`src/rtl/intr_ctrl_if.sv`:
```
// intr_ctrl_if: memory-mapped register port of the external-interrupt controller.
//
// Signals:
//   bus_wr_i     register write strobe (driven by master)
//   bus_rd_i     register read strobe, no side effects (driven by master)
//   bus_addr_i   byte address, bits [1:0] ignored (driven by master)
//   bus_wdata_i  write data (driven by master)
//   bus_rdata_o  read data, combinational from address (driven by slave)
//
// Modports: master (firmware / bus side), slave (intr_ctrl).
interface intr_ctrl_if;
  logic        bus_wr_i;
  logic        bus_rd_i;
  logic [3:0]  bus_addr_i;
  logic [31:0] bus_wdata_i;
  logic [31:0] bus_rdata_o;

  modport master (
    output bus_wr_i,
    output bus_rd_i,
    output bus_addr_i,
    output bus_wdata_i,
    input  bus_rdata_o
  );

  modport slave (
    input  bus_wr_i,
    input  bus_rd_i,
    input  bus_addr_i,
    input  bus_wdata_i,
    output bus_rdata_o
  );
endinterface

```
`src/rtl/intr_ctrl.sv`:
```
// intr_ctrl: platform external-interrupt controller.
//
// Collects NUM_SRC peripheral interrupt lines, arbitrates eligible sources by
// fixed priority (lowest index wins), raises m_ext_intr_o with a matching
// mcause_o, hands the request over on the CSR claim pulse, and keeps the
// claimed source in service until firmware writes its id to COMPLETE.
//
// Parameters:
//   NUM_SRC     number of interrupt sources (1..16)
//   CAUSE_BASE  mcause_o = CAUSE_BASE + source id
//
// Ports:
//   clk_i         system clock
//   rst_i         asynchronous active-high reset
//   src_i         peripheral interrupt lines, synchronous to clk_i
//   p_int_read_i  one-cycle claim pulse from the CSR unit
//   bus           register port (intr_ctrl_if.slave)
//   m_ext_intr_o  machine-external interrupt request (registered)
//   mcause_o      cause code for the request, 0 outside REQ (registered)
//
// Register map (bus_addr_i[3:2]):
//   0x0 ENABLE   RW  [NUM_SRC-1:0]
//   0x4 PENDING  R: pending vector, W1C in edge mode only
//   0x8 CLAIM    RO  [3:0] claimed id, [31] in service
//   0xC COMPLETE WO  [3:0] id
//
// Configuration macro: INTR_CTRL_EDGE_EN
//   defined   - rising-edge capture into sticky pending bits
//   undefined - level-sensitive, pending mirrors src_i
module intr_ctrl #(
  parameter int NUM_SRC    = 8,
  parameter int CAUSE_BASE = 16
) (
  input  logic               clk_i,
  input  logic               rst_i,
  input  logic [NUM_SRC-1:0] src_i,
  input  logic               p_int_read_i,
  intr_ctrl_if.slave         bus,
  output logic               m_ext_intr_o,
  output logic [30:0]        mcause_o
);

  typedef enum logic [1:0] {
    IDLE    = 2'd0,
    REQ     = 2'd1,
    SERVICE = 2'd2
  } state_t;

  state_t             state;
  logic [NUM_SRC-1:0] enable;
  logic [NUM_SRC-1:0] pend;
  logic [NUM_SRC-1:0] eligible;
  logic [NUM_SRC-1:0] req_onehot;
  logic [NUM_SRC-1:0] claim_onehot;
  logic [NUM_SRC-1:0] in_service_mask;
  logic [3:0]         req_id;
  logic [3:0]         claim_id;
  logic [3:0]         winner;
  logic               bus_wr_enable;
  logic               bus_wr_complete;
  logic               complete_hit;
  logic               withdraw;
  logic [31:0]        rdata;
  logic               unused_bus;

  assign bus_wr_enable   = bus.bus_wr_i && (bus.bus_addr_i[3:2] == 2'd0);
  assign bus_wr_complete = bus.bus_wr_i && (bus.bus_addr_i[3:2] == 2'd3);

  // One-hot forms avoid indexing a NUM_SRC-wide vector with a 4-bit id.
  assign req_onehot   = NUM_SRC'(1) << req_id;
  assign claim_onehot = NUM_SRC'(1) << claim_id;

  assign in_service_mask = (state == SERVICE) ? claim_onehot : '0;
  assign eligible        = pend & enable & ~in_service_mask;

  assign withdraw = !(|(enable & req_onehot)) || !(|(pend & req_onehot));

  assign complete_hit = (state == SERVICE) && bus_wr_complete &&
                        (bus.bus_wdata_i[3:0] == claim_id);

  // Fixed priority: scanning downwards leaves the lowest eligible index.
  always_comb begin
    winner = '0;
    for (int i = NUM_SRC - 1; i >= 0; i--) begin
      if (eligible[i]) winner = 4'(i);
    end
  end

`ifdef INTR_CTRL_EDGE_EN
  logic [NUM_SRC-1:0] src_q;
  logic [NUM_SRC-1:0] w1c_mask;
  logic [NUM_SRC-1:0] claim_clr;

  assign w1c_mask  = (bus.bus_wr_i && (bus.bus_addr_i[3:2] == 2'd1)) ?
                     bus.bus_wdata_i[NUM_SRC-1:0] : '0;
  assign claim_clr = ((state == REQ) && p_int_read_i) ? req_onehot : '0;

  // The new rising edge is OR-ed in last, so a capture beats a same-cycle clear.
  always_ff @(posedge clk_i or posedge rst_i) begin
    if (rst_i) begin
      src_q <= '0;
      pend  <= '0;
    end else begin
      src_q <= src_i;
      pend  <= (pend & ~w1c_mask & ~claim_clr) | (src_i & ~src_q);
    end
  end
`else
  assign pend = src_i;
`endif

  // ENABLE updates after this edge, so arbitration in the same cycle sees the old mask.
  always_ff @(posedge clk_i or posedge rst_i) begin
    if (rst_i) begin
      enable <= '0;
    end else if (bus_wr_enable) begin
      enable <= bus.bus_wdata_i[NUM_SRC-1:0];
    end
  end

  // Request FSM. req_id and the outputs are locked on REQ entry and held,
  // so the cause sampled with the claim pulse always matches claim_id.
  always_ff @(posedge clk_i or posedge rst_i) begin
    if (rst_i) begin
      state        <= IDLE;
      req_id       <= '0;
      claim_id     <= '0;
      m_ext_intr_o <= 1'b0;
      mcause_o     <= '0;
    end else begin
      case (state)
        IDLE: begin
          if (|eligible) begin
            state        <= REQ;
            req_id       <= winner;
            m_ext_intr_o <= 1'b1;
            mcause_o     <= 31'(CAUSE_BASE) + 31'(winner);
          end
        end
        REQ: begin
          if (p_int_read_i) begin
            state        <= SERVICE;
            claim_id     <= req_id;
            m_ext_intr_o <= 1'b0;
            mcause_o     <= '0;
          end else if (withdraw) begin
            state        <= IDLE;
            m_ext_intr_o <= 1'b0;
            mcause_o     <= '0;
          end
        end
        SERVICE: begin
          if (complete_hit) state <= IDLE;
        end
        default: begin
          state        <= IDLE;
          m_ext_intr_o <= 1'b0;
          mcause_o     <= '0;
        end
      endcase
    end
  end

  always_comb begin
    rdata = '0;
    case (bus.bus_addr_i[3:2])
      2'd0:    rdata = 32'(enable);
      2'd1:    rdata = 32'(pend);
      2'd2:    rdata = {(state == SERVICE), 27'd0, claim_id};
      default: rdata = '0;
    endcase
  end

  assign bus.bus_rdata_o = rdata;

  // Reads have no side effects and only the low write-data bits are decoded.
  assign unused_bus = ^{bus.bus_rd_i, bus.bus_addr_i[1:0], bus.bus_wdata_i};

endmodule

```
`src/flat_wrapper.sv`:
```
// flat-port wrapper written by rule: the top's interface ports become plain ports
module intr_ctrl_flat 
#(
  parameter int NUM_SRC    = 8,
  parameter int CAUSE_BASE = 16
)
  (clk_i, rst_i, src_i, p_int_read_i, m_ext_intr_o, mcause_o, bus_bus_wr_i, bus_bus_rd_i, bus_bus_addr_i, bus_bus_wdata_i, bus_bus_rdata_o);
  intr_ctrl_if bus_i ();
  input  logic clk_i;
  input  logic rst_i;
  input  logic [NUM_SRC-1:0] src_i;
  input  logic p_int_read_i;
  output logic m_ext_intr_o;
  output logic [30:0] mcause_o;
  input wire logic [$bits(bus_i.bus_wr_i)-1:0] bus_bus_wr_i;
  input wire logic [$bits(bus_i.bus_rd_i)-1:0] bus_bus_rd_i;
  input wire logic [$bits(bus_i.bus_addr_i)-1:0] bus_bus_addr_i;
  input wire logic [$bits(bus_i.bus_wdata_i)-1:0] bus_bus_wdata_i;
  output wire logic [$bits(bus_i.bus_rdata_o)-1:0] bus_bus_rdata_o;
  assign bus_i.bus_wr_i = bus_bus_wr_i;
  assign bus_i.bus_rd_i = bus_bus_rd_i;
  assign bus_i.bus_addr_i = bus_bus_addr_i;
  assign bus_i.bus_wdata_i = bus_bus_wdata_i;
  assign bus_bus_rdata_o = bus_i.bus_rdata_o;
  intr_ctrl #(.NUM_SRC(NUM_SRC), .CAUSE_BASE(CAUSE_BASE)) u_core (.clk_i(clk_i), .rst_i(rst_i), .src_i(src_i), .p_int_read_i(p_int_read_i), .bus(bus_i), .m_ext_intr_o(m_ext_intr_o), .mcause_o(mcause_o));
endmodule
```
`config.mk`:
```
export PLATFORM = sky130hd
export DESIGN_NAME = intr_ctrl_flat
export DESIGN_NICKNAME = d
export VERILOG_FILES = /design/src/rtl/intr_ctrl_if.sv /design/src/rtl/intr_ctrl.sv /design/src/flat_wrapper.sv
export SDC_FILE = /design/constraint.sdc
export NUM_CORES = 1
export LEC_CHECK = 0
export CAP_MARGIN = 10
export CORE_UTILIZATION = 35
export CTS_BUF_LIST = sky130_fd_sc_hd__clkbuf_8
export CTS_CLUSTER_DIAMETER = 120
export CTS_CLUSTER_SIZE = 8
export DETAILED_ROUTE_END_ITERATION = 7
export PLACE_DENSITY_LB_ADDON = 0.2
export REMOVE_ABC_BUFFERS = 1
export SYNTH_ARGS = -nofsm -noshare
export SYNTH_HDL_FRONTEND = slang
export SYNTH_SLANG_ARGS = --single-unit
```
`constraint.sdc`:
```
create_clock -name clk_i -period 1.5 [get_ports clk_i]
set_clock_uncertainty 0.05 [all_clocks]
set_input_delay 0.15 -clock clk_i [delete_from_list [all_inputs] [get_ports clk_i]]
set_output_delay 0.15 -clock clk_i [all_outputs]
set_load 0.02 [all_outputs]
```
==> results.md <==
- The run finished, with violations left.
- The checks that failed: negative setup slack.
- The largest single stage delay on the critical path is 0.48 ns.
- For this run, asynchronously set or reset flops after synthesis account for 1.00.
- After detailed routing, the number of remaining DRC violations is 0.
- The overall die width is 75.7 um.
- Across every metal layer, demand over resource in global routing totals 0.190.
- TritonCTS built the clock tree.
- The initial DRC count is 100.
- After detailed routing, the average wire length per cell comes to 14.2 um.
- The final net count is 367.
- The type of the most critical hold path is in -> async.
- The total wirelength of the detailed-routed design is 5480 um.
- The final count of pins violating max slew was 0.
- The die covers 0.00573 sq mm.
- The number of nets still failing antenna checks after routing is 0.
- The root cell of the clock tree is sky130_fd_sc_hd__clkbuf_8.
- Once routing completed, OpenROAD measured the worst setup slack at -0.310 ns.
- The setup path with the least slack is of type reg -> reg.
- The count of synthesis-stage warnings from yosys is 0.
- In the routed layout, each cell is associated on average with a via count of 4.85.
- The power per cell area is 1580 mW/mm^2.
- The number of different library cells used by synthesis comes to 48.
- Of the available clock period, the critical path in the final layout requires 1.21.
- The clock passes through at most 2 buffers.
- The placed cell count is 362.
- The length of the first detailed-routing pass in iterations is 5.
- In the layout the commonest cells are sky130_fd_sc_hd__buf_4, sky130_fd_sc_hd__conb_1, sky130_fd_sc_hd__nand2_1, sky130_fd_sc_hd__clkdlybuf4s50_1, sky130_fd_sc_hd__dfrtp_1.
- Global routing finished with a remaining overflow of 0.
- The initial utilization of the core area, before any placement, comes to 0.368.
- The via count of the first global-routing pass is 1,589.
- The post-layout instance count excluding filler cells is 387.
- The utilization after layout is 0.552.
- Broken down by cell family, the worst path's largest delay share belongs to buffers and inverters.
- The post-placement cell area is 0.00245 sq mm.
- The critical path data arrival time is 1.92 ns.
- At the end of routability-driven placement, the weighted congestion stood at 0.826.
- The critical path goes through nand3b_1 -> a41oi_2 -> buf_6 -> a21oi_4 -> buf_4 -> buf_6 -> buf_4 -> nor3_4 -> nor2_1.
- The CTS sink count is 20.
- Setup total negative slack on the finished layout was measured at -2.30 ns.
- The repair_antennas step left the layout with diodes totalling 0.
- The kind of start point of the critical path is a flop.
- The sequential area share after synthesis is 0.263.
- Synthesis inferred 20 register bits.
- The worst-case IR drop observed on VDD is 0.000618 V.
- The multi-input combinational cells in the finished layout cover a total of 0.00128 sq mm.
- In this run the static leakage power is 1.38 nW.
- Setup violations remaining at the end of the flow were counted as 11.
- The initial antenna violation count is 0.
- The synthesized design contains 0 enable-type register cells.
- Setup repair after global routing could not meet its margin everywhere.
- The final route contains 1,876 vias.
- Averaged over all synthesized cells, the footprint is 8.64 sq um.
- The leading cell type in the layout, fill and taps excluded is sky130_fd_sc_hd__buf_4.
- 113 I/O pins were placed.
- The filler cells instantiated in the layout total 464.
- The number of hold buffers added after CTS was 0.
- The quantity of I/O buffers inserted on ports is 35.
- The chip height is 75.7 um.
- In the final layout, the share of cells above drive strength 1 is 0.407.
- The critical path contains buffers and inverters numbering 4 combined.
- STA puts the critical path data required time at 1.61 ns.
- Across the run, the number of max-cap violations was 0.
- The completed layout was analyzed and its total power is 4.52 mW.
- The critical path endpoint category is a flop.
- From synthesis to final layout, the design area changed by 50.0%.
- The number of buffers inserted during clock tree synthesis is 3.
- The top fanout value on the critical path is 8.
- The clock latency of the later-clocked register in the worst-skew pair is 0.26 ns.
- Based on the critical path, the design can be clocked at up to 0.553 GHz.
- After routing the design area is 0.00285 sq mm.
- The post-route worst hold slack is 0.158 ns.
- In this run the number of H-tree levels came out at 1.
- The minimum clock period after layout is 1.81 ns.
- The largest net degree at the start of global routing is 21.
- The sequential standard cell area is 505 sq um.
- The standard cell core area is 0.00517 sq mm.
- The dominant register cell in the synthesized netlist is sky130_fd_sc_hd__dfrtp_1.
- The count of standard-cell rows is 26.
- The gate count after technology mapping is 220.
- Clock-pin slew was measured on the worst setup and hold paths at 0.08 ns.
- Timing analysis after detailed placement gives a worst setup slack of -0.489 ns.
- The number of hold violations in the final report is 0.
- Summed over all nets, the half-perimeter wirelength after detailed placement is 3800 um.
- The slowest stage of the critical path belongs to the cell sky130_fd_sc_hd__dfrtp_2.
- The global-route wire length before repair is 7940 um.
- The post-synthesis instance area is 0.00190 sq mm.
[sequential cells by signal, summed over array words and instances, names as in the netlist]
signal	count
u_core.claim_id	3
u_core.enable	8
u_core.m_ext_intr_o	1
u_core.mcause_o	3
u_core.req_id	3
u_core.state	2
[metal layers]
layer,vias to the layer above,part of all wire,track usage
li1,864,-,-
met1,916,0.42,0.244
met2,86,0.51,0.330
met3,10,0.044,0.0172
met4,0,0.028,0.0741
met5,-,0,0
[kinds of logic (layout without fill, tap and decap cells)]
family / Yosys count / in the layout / synth area share
DFF: 20 / 20 / 0.263
buffers and inverters: 65 / 113 / 0.237
other: 1 / 50 / 0.00197
and+or+nand+nor: 66 / 66 / 0.184
xor gates and xnor gates: 3 / 3 / 0.0138
muxes: 22 / 22 / 0.137
AOI/OAI and AO/OA: 43 / 43 / 0.163
[area by class of cell]
cell class,instances,share of cell area
Tap cell,70,0.0307
Multi-Input combinational cell,184,0.450
Timing Repair Buffer,103,0.310
Clock buffer,3,0.0145
Inverter,6,0.00789
Sequential cell,20,0.177
Clock inverter,1,0.0105
[power breakdown]
part           internal [mW]  leakage (nW)  switching [mW]  total, mW
registers              0.739         0.239           0.314       1.05
logic                   1.54          1.10            1.38       2.92
clock network          0.356        0.0357           0.186      0.543
total                   2.64          1.38            1.88       4.52
[worst reg2reg max path: stages (launching register included)]
cell                       delay, ns
sky130_fd_sc_hd__dfrtp_2        0.48
sky130_fd_sc_hd__nand3b_1       0.20
sky130_fd_sc_hd__a41oi_2        0.22
sky130_fd_sc_hd__buf_6          0.15
sky130_fd_sc_hd__a21oi_4        0.04
sky130_fd_sc_hd__buf_4          0.15
sky130_fd_sc_hd__buf_6          0.11
sky130_fd_sc_hd__buf_4          0.13
sky130_fd_sc_hd__nor3_4         0.12
sky130_fd_sc_hd__nor2_1         0.06
[synthesized netlist by cell type (all sizes together), types with 3 or more instances]
library cell,instances,area share
nand3,5,0.013
nor3,3,0.0079
mux2i,11,0.058
a21oi,9,0.026
o21ai,13,0.034
nand3b,7,0.028
xor2,3,0.014
a22oi,4,0.016
inv,6,0.012
nand2,27,0.055
buf,58,0.22
nor2b,3,0.0099
nor2,11,0.022
dfrtp,20,0.26
mux2,9,0.053
[final timing paths]
kind / from / to / slack, ns / depth (start not counted)
max: u_core.claim_id[0] / u_core.req_id[2] / -0.31 / 9
min: rst_i / u_core.m_ext_intr_o / 0.16 / 3
max reg2reg: u_core.claim_id[0] / u_core.req_id[2] / -0.31 / 9
min reg2reg: u_core.m_ext_intr_o / u_core.m_ext_intr_o / 0.47 / 2
max in group asynchronous: rst_i / u_core.req_id[1] / 1.01 / 3
min in group clk_i: bus_bus_wdata_i[6] / u_core.enable[6] / 0.45 / 2
[repair_timing]
item,4_1_cts,5_1_grt
buffers inserted,11,11
resized for setup,67,35
pin swaps,17,10
endpoints found under the setup margin,18,19
No activity file was read; power rests on OpenSTA's default activity.
